==> src/rtl/kgp_decode_execute_stage.sv <==
// KGP-RISC decode/execute stage: IF/ID pipeline register, field decoder,
// ALU operand selector and a 32-bit ALU with carry/zero/sign flags.
module kgp_decode_execute_stage #(
    parameter int DATA_W = 32,
    parameter int PC_W   = 10
) (
    input  logic              clk,
    input  logic              reset,
    input  logic              flush,
    input  logic [DATA_W-1:0] instr_in,
    input  logic [PC_W-1:0]   npc_in,
    input  logic [DATA_W-1:0] rs_data,
    input  logic [DATA_W-1:0] rt_data,
    output logic [DATA_W-1:0] instr,
    output logic [PC_W-1:0]   npc,
    output logic [2:0]        opcode,
    output logic [4:0]        rs_addr,
    output logic [4:0]        rt_addr,
    output logic [4:0]        shamt,
    output logic [3:0]        func,
    output logic [21:0]       imm,
    output logic [24:0]       label,
    output logic              mem_write,
    output logic [DATA_W-1:0] alu_out,
    output logic              carry_flag,
    output logic              zero_flag,
    output logic              sign_flag
);

    localparam logic [2:0] OP_ALU   = 3'b000;
    localparam logic [2:0] OP_ADDI  = 3'b001;
    localparam logic [2:0] OP_COMPI = 3'b010;
    localparam logic [2:0] OP_LW    = 3'b011;
    localparam logic [2:0] OP_SW    = 3'b100;

    localparam logic [3:0] F_ADD    = 4'b0000;
    localparam logic [3:0] F_COMP   = 4'b0001;
    localparam logic [3:0] F_AND    = 4'b0010;
    localparam logic [3:0] F_XOR    = 4'b0011;
    localparam logic [3:0] F_SHLL_I = 4'b0100;
    localparam logic [3:0] F_SHRL_I = 4'b0101;
    localparam logic [3:0] F_SHLL_R = 4'b0110;
    localparam logic [3:0] F_SHRL_R = 4'b0111;
    localparam logic [3:0] F_SHRA_I = 4'b1000;
    localparam logic [3:0] F_SHRA_R = 4'b1001;

    // IF/ID register; a flush or reset loads instruction 0, which is the NOP.
    always_ff @(posedge clk or negedge reset) begin
        if (!reset) begin
            instr <= '0;
            npc   <= '0;
        end else if (flush) begin
            instr <= '0;
            npc   <= '0;
        end else begin
            instr <= instr_in;
            npc   <= npc_in;
        end
    end

    assign opcode    = instr[31:29];
    assign rs_addr   = instr[28:24];
    assign rt_addr   = instr[23:19];
    assign shamt     = instr[18:14];
    assign func      = instr[3:0];
    assign imm       = instr[21:0];
    assign label     = instr[24:0];
    assign mem_write = (opcode == OP_SW);

    logic [DATA_W-1:0] input1;
    logic [DATA_W-1:0] input2;
    logic [DATA_W-1:0] imm_sext;
    logic              shamt_sel;

    assign input1    = rs_data;
    assign imm_sext  = {{(DATA_W-22){imm[21]}}, imm};
    assign shamt_sel = (func == F_SHLL_I) || (func == F_SHRL_I) || (func == F_SHRA_I);

    always_comb begin
        input2 = rt_data;
        case (opcode)
            OP_ALU: begin
                if (shamt_sel) begin
                    input2 = {{(DATA_W-5){1'b0}}, shamt};
                end
            end
            OP_ADDI, OP_COMPI, OP_LW, OP_SW: input2 = imm_sext;
            default: input2 = rt_data;
        endcase
    end

    logic [DATA_W:0]   sum_ext;
    logic [DATA_W:0]   neg_ext;
    logic [4:0]        sh_amt;
    logic [DATA_W-1:0] sra_res;

    // Carry is bit 32 of the widened sum / two's-complement negation.
    assign sum_ext = {1'b0, input1} + {1'b0, input2};
    assign neg_ext = {1'b0, ~input2} + {{DATA_W{1'b0}}, 1'b1};
    assign sh_amt  = input2[4:0];
    assign sra_res = $unsigned($signed(input1) >>> sh_amt);

    always_comb begin
        alu_out    = '0;
        carry_flag = 1'b0;
        case (opcode)
            OP_ALU: begin
                case (func)
                    F_ADD: begin
                        alu_out    = sum_ext[DATA_W-1:0];
                        carry_flag = sum_ext[DATA_W];
                    end
                    F_COMP: begin
                        alu_out    = neg_ext[DATA_W-1:0];
                        carry_flag = neg_ext[DATA_W];
                    end
                    F_AND:              alu_out = input1 & input2;
                    F_XOR:              alu_out = input1 ^ input2;
                    F_SHLL_I, F_SHLL_R: alu_out = input1 << sh_amt;
                    F_SHRL_I, F_SHRL_R: alu_out = input1 >> sh_amt;
                    F_SHRA_I, F_SHRA_R: alu_out = sra_res;
                    default:            alu_out = '0;
                endcase
            end
            OP_ADDI, OP_LW, OP_SW: begin
                alu_out    = sum_ext[DATA_W-1:0];
                carry_flag = sum_ext[DATA_W];
            end
            OP_COMPI: begin
                alu_out    = neg_ext[DATA_W-1:0];
                carry_flag = neg_ext[DATA_W];
            end
            // Branches and jumps pass rs through for the zero/sign tests.
            default: alu_out = input1;
        endcase
    end

    assign zero_flag = (alu_out == '0);
    assign sign_flag = alu_out[DATA_W-1];

endmodule

==> config.mk <==
export PLATFORM = sky130hd
export DESIGN_NAME = kgp_decode_execute_stage
export DESIGN_NICKNAME = d
export VERILOG_FILES = /design/src/rtl/kgp_decode_execute_stage.sv
export SDC_FILE = /design/constraint.sdc
export NUM_CORES = 1
export LEC_CHECK = 0
export BUFFER_PORTS_ARGS = -buffer_cell sky130_fd_sc_hd__buf_4
export CELL_PAD_IN_SITES_DETAIL_PLACEMENT = 1
export CELL_PAD_IN_SITES_GLOBAL_PLACEMENT = 2
export CORE_MARGIN = 5
export CORE_UTILIZATION = 30
export CTS_BUF_LIST = sky130_fd_sc_hd__clkbuf_8 sky130_fd_sc_hd__clkbuf_16
export CTS_CLUSTER_DIAMETER = 100
export DETAILED_ROUTE_END_ITERATION = 12
export PLACE_DENSITY_LB_ADDON = 0.12
export SLEW_MARGIN = 20
export SYNTH_ARGS = -nofsm -noshare
export SYNTH_HDL_FRONTEND = slang
export SYNTH_SLANG_ARGS = --single-unit
==> constraint.sdc <==
create_clock -name clk -period 9.5 [get_ports clk]
set_input_delay 1.425 -clock clk [delete_from_list [all_inputs] [get_ports clk]]
set_output_delay 1.425 -clock clk [all_outputs]
set_load 0.1 [all_outputs]
Word-level counts from Yosys, hierarchy flattened --
Index checks and enable logic that the tools add are counted.
Word-level totals: output and inout bits 147, input bits 109, logic and storage cells 41, register bits 42
Operators by class: reductions and logical operators 10, add/subtract/negate cells 2, shifts and indexed selects 3, equality and inequality tests 13, bitwise operators 3, multiplexer cells 8
Operator list (number):
- one-hot mux 32 bit (7 select lines) | 1
- one-hot mux 32 bit (3 select lines) | 1
- two-way mux 32 bit | 2
- one-hot mux 32 bit (2 select lines) | 1
- adder 32 x 1 -> 33 bit (second input constant) | 1
- adder 32 x 32 -> 33 bit | 1
- bitwise AND 32 bit | 1
- zero test 32 bit | 1
- NOT 32 bit | 1
- left shift 32 x 5 -> 32 bit | 1
- right shift 32 x 5 -> 32 bit | 1
- >>> shifter 32 x 5 -> 32 bit | 1
- XOR 32 bit | 1
- == test 4 x 3 -> 1 bit (second input constant) | 4
- two-way mux 10 bit | 1
- == test 4 x 2 -> 1 bit (second input constant) | 2
- == test 4 bit (second input constant) | 2
- == test 3 x 2 -> 1 bit (second input constant) | 2
- OR reduction 2 bit | 3
- == test 4 x 1 -> 1 bit (second input constant) | 1
- zero test 4 bit | 1
- OR reduction 4 bit | 1
- == test 3 x 1 -> 1 bit (second input constant) | 1
- == test 3 bit (second input constant) | 1
- 5 further kinds | 6

Logic depth before layout (Yosys ltp) --
word-level depth 10, mapped depth 26, depth with buffers taken out 20

Worst setup path before layout --
OpenSTA, ideal clock, no wires.
path kind register to output, start point register instr[30], end point output port zero_flag, stages on the path, launching flop included 26, arrival time 10.004 ns, required time 8.075 ns, slack -1.929 ns, path through dfrtp_1 -> clkbuf_1 -> nor2_1 -> clkbuf_1 -> or3_1 -> clkbuf_1 -> nand2_1 -> nor2_1 -> clkbuf_1 -> clkbuf_1 -> buf_1 -> ha_1 -> inv_1 -> fa_1 -> nand2b_1 -> a21oi_1 -> o21ai_0 -> xnor2_1 -> a21oi_1 -> o21ai_0 -> nand2_1 -> o311ai_0 -> or4_1 -> or4_1 -> or4_1 -> nor4_2
Between the ends: word-level cells in the longest chain between the ends 8, elaborated cells between the ends (all ways) 19, classes of those cells 2 x add/sub; 4 x eq/ne; 3 x shift; 3 x mux; 3 x bitwise; 4 x reduce/logical
RTL lines:
- start, declared | RTL line 14 | output logic [DATA_W-1:0] instr,
- start signal, assigned | RTL line 56 | instr <= instr_in;
- == test 3 bit (tied with other cells) | RTL line 81, 106
- OR reduction 4 bit | RTL line 81 | case (opcode)
- one-hot mux 32 bit (2 select lines) | RTL line 81
- NOT 32 bit | RTL line 99 | assign neg_ext = {1'b0, ~input2} + {{DATA_W{1'b0}}, 1'b1};
- adder 32 x 1 -> 33 bit | RTL line 99
- one-hot mux 32 bit (7 select lines) | RTL line 108 | case (func)
- one-hot mux 32 bit (3 select lines) (*) | RTL line 106 | case (opcode)
- via alu_out[8] | RTL line 24 | output logic [DATA_W-1:0] alu_out,
- zero test 32 bit (*) | RTL line 138 | assign zero_flag = (alu_out == '0);
- end, declared | RTL line 26 | output logic zero_flag,
Mark *: on every way through the listed nets, which the timed path passes. The rest lies on a longest branch.

Worst setup path in the final report --
start point register instr[30], end point output port zero_flag
Between the ends: word-level cells in the longest chain between the ends 8, elaborated cells between the ends (all ways) 19, classes of those cells 2 x add/sub; 4 x eq/ne; 3 x shift; 3 x mux; 3 x bitwise; 4 x reduce/logical
RTL lines (RTL line):
- == test 3 bit (tied with other cells) | 81, 106
- OR reduction 4 bit | 81
- one-hot mux 32 bit (2 select lines) | 81
- NOT 32 bit | 99
- adder 32 x 1 -> 33 bit | 99
- one-hot mux 32 bit (7 select lines) | 108
- one-hot mux 32 bit (3 select lines) (*) | 106
- zero test 32 bit (*) | 138
Every way passes the cells marked *; elsewhere a longest branch is shown, timed or not.

==> flow_summary.yaml <==
status:
  status: "completed"
drt:
  drc_errors: 0
  drt-pass1-iter-count: 6
  vias: 16940
  avgViaCountPerCell: 6.940
  wl_per_cell_um: 35.27
  antenna_left: 0
  routed_wirelength_um: 86090
  drtIter0Drc: 2236
critical_path:
  startpoint_type: "register"
  critical-path-slowest-cell: "dfrtp_2"
  worst-path-buf-inv: 4
  max_stage_delay_ns: 0.66
  critPathMostFrequentCell: "or4_1"
  required_ns: 8.08
  crit_chain: "or2_2 -> nand2_1 -> buf_4 -> o21ai_0 -> buf_4 -> a21oi_1 -> inv_1 -> ha_1 -> nand4_1 -> or3_1 -> a211o_1 -> a21oi_1 -> o2111a_1 -> o22ai_1 -> xor2_1 -> nor2_1 -> or4_1 -> or4_1 -> or4_1 -> or4_1 -> nor4_4 -> buf_4"
  criticalPathCategory: "reg -> out"
  critPathTopFamily: "simple AND/OR/NAND/NOR gates"
  worstPathMaxFanout: 29
  cp.arrival_ns: 7.95
  end_kind: "output pin"
power_and_ir_drop:
  p_leak_nw: 5.660
  power.switching_mw: 1.599
  power_frac_comb_pct: 84.1
  power_frac_clock_pct: 7.2
  p_int_mw: 0.7840
  switching_share_pct: 67.10
  powerDensity_nw_per_um2: 170.7
  vdd_drop_max_mv: 0.1074
  total_power_mw: 2.383
  seqPwrFrac_pct: 8.7
sta:
  final-hold-violation-count: 0
  rsz0062_at_grt: "no"
  final_max_slew_viol_count: 0
  min_period_over_period_pct: 98.64
  setup_viol: 0
  slew_headroom_pct: 19.58
  setup_tns_ns: 0
  tightest_slew_ns: 1.197
  fmax_mhz: 106.7
  period_minus_slack_ns: 9.371
hold_path:
  min_path_type: "in -> async"
logic_synthesis:
  synth_top_area_cell: "dfrtp_1"
  syn_area_um2: 11680
  synth_edf_count: 0
  synth_cells: 1804
  synth_top_area_share_pct: 8.998
  yosysSeqAreaShare_pct: 8.998
  async_reset_ff_share_pct: 100.0
  yosysUniqueCellTypes: 87
  ys_warn_count: 0
  ys.flop_type: "dfrtp_1"
  synth_seq_cells: 42
  syn_nets: 1957
  synthTopCellsByArea: "dfrtp_1, a21oi_1, o21ai_0"
  syn_avg_cell_area_um2: 6.474
finish:
  multi_input_area_um2: 9459
  final_net_count: 2075
  seq_area_um2: 1067
  drive_gt1_share_pct: 20.07
  antenna_cells: 0
  nFillCells: 5042
  area_growth_pct: 19.55
clocking:
  cts_resized: 0
  clk_pin_slew_ns: 0.06
  cts_sinks: 42
  cts_made_buffers: 5
  clockRootBuffer: "clkbuf_16"
  htreeDepth: 2
  cts_hold_buf: 0
  clockBufferDepth: 2
  cts_tree: "done"
  cts_setup_buffers: 0
global_route:
  grt.total_usage_pct: 37.60
  globalRoute.totalOverflow: 0
  grt_max_degree: 65
  antenna_found_initial: 4
  grt_pass1_wl_um: 122300
  grt_pass1_vias: 16584
die:
  die-area_um2: 42980
  rows: 72
  die_w_um: 207.3
  die_h_um: 207.3
  core-area_um2: 38560
  io_pins: 256
  initial_core_util_pct: 30.29
placed_design:
  dp.final_hpwl_um: 68650
  port_buffers: 255
  gp_congestion: 1.061
run:
  cap_violations: 0
layout by cell type, fill, tap and decap left out, types with 35 or more instances in the layout:
| cell type | instances |
|---|---|
| buf_4 | 324 |
| a21oi_1 | 181 |
| nand2_1 | 176 |
| o21ai_0 | 159 |
| nor2_1 | 128 |
| nor3_1 | 80 |
| inv_1 | 53 |
| nand3_1 | 45 |
| o211ai_1 | 45 |
| nor2b_1 | 45 |
| o22ai_1 | 43 |
| ha_1 | 43 |
| dfrtp_1 | 35 |
synth_stat cells, types with 21 or more instances:
cell type,instances
nand2_1,176
xnor2_1,30
o211ai_1,45
nor3_1,82
a211oi_1,33
nor2_1,131
o22ai_1,43
a21oi_1,181
nand3_1,45
buf_4,70
inv_1,52
nor2b_1,45
ha_1,43
clkbuf_1,118
a221oi_1,24
mux2i_1,28
nand4_1,21
o21ai_0,162
dfrtp_1,42
o221ai_1,22
a31oi_1,22
final cells by class:
type	count	area share, %
multi-input combinational	1492	67.74
clock inverter	3	0.1254
clock buffer	5	0.8961
tap	518	4.642
inverter	57	1.532
timing repair buffer	324	17.42
sequential	42	7.643
per-stage QoR:
step | hold WS (ns) | cell area, um^2 | setup slack, ns | std cells | utilization (%)
floorplan | 1.129 | 11790 | 0.006112 | 1804 | -
global placement | 1.440 | 13820 | 0.5285 | 2433 | 35.85
detailed placement | 1.453 | 13820 | 0.5959 | 2433 | 35.85
CTS | 1.134 | 13960 | 0.2625 | 2441 | 36.22
global route | 1.159 | 13960 | 0.02301 | 2441 | 36.22
finish | 1.115 | 13960 | 0.1289 | 2441 | 36.22
power groups by stage:
| stage | Combinational [mW] | Sequential (mW) | Clock, mW |
|---|---|---|---|
| after floorplan | 1.23 | 0.268 | 0 |
| after global placement | 1.94 | 0.210 | 0 |
| after detailed placement | 1.94 | 0.211 | 0 |
| after CTS | 1.94 | 0.207 | 0.176 |
| after global routing | 2.05 | 0.209 | 0.185 |
| final | 2.01 | 0.207 | 0.171 |
logic make-up after synthesis:
| kind of cell | count (synthesis) | share of synthesized area (%) |
|---|---|---|
| AO/OA/AOI/OAI | 760 | 43.25 |
| XOR/XNOR | 50 | 3.814 |
| adder cells (fa/ha/maj) | 44 | 4.778 |
| buffers and inverters | 270 | 11.11 |
| flip-flops | 42 | 8.998 |
| multiplexers | 32 | 2.882 |
| AND/OR/NAND/NOR | 606 | 25.17 |
flip-flops by register name, indices dropped and copies added (netlist names):
signal  flops
instr      32
npc        10
path summary, 6_finish.rpt:
path	from	to	slack, ns	cells past startpoint
setup / recovery	instr[30]	zero_flag	0.13	22
hold / removal	reset	instr[27]	1.11	1
max in group asynchronous	reset	instr[1]	7.93	1
min in group clk	instr_in[14]	instr[14]	1.34	2
metal layers:
| metal | routed length (um) | part of all wire [%] | vias up | GRT usage, % |
|---|---|---|---|---|
| met5 | 52 | 0.060 | - | 0 |
| met4 | 5357 | 6.2 | 8 | 18.31 |
| met3 | 9344 | 11 | 297 | 8.539 |
| met2 | 36290 | 42 | 1142 | 56.75 |
| met1 | 35040 | 41 | 8403 | 50.62 |
| li1 | - | - | 7090 | - |
No activity file was read; power rests on OpenSTA's default activity.
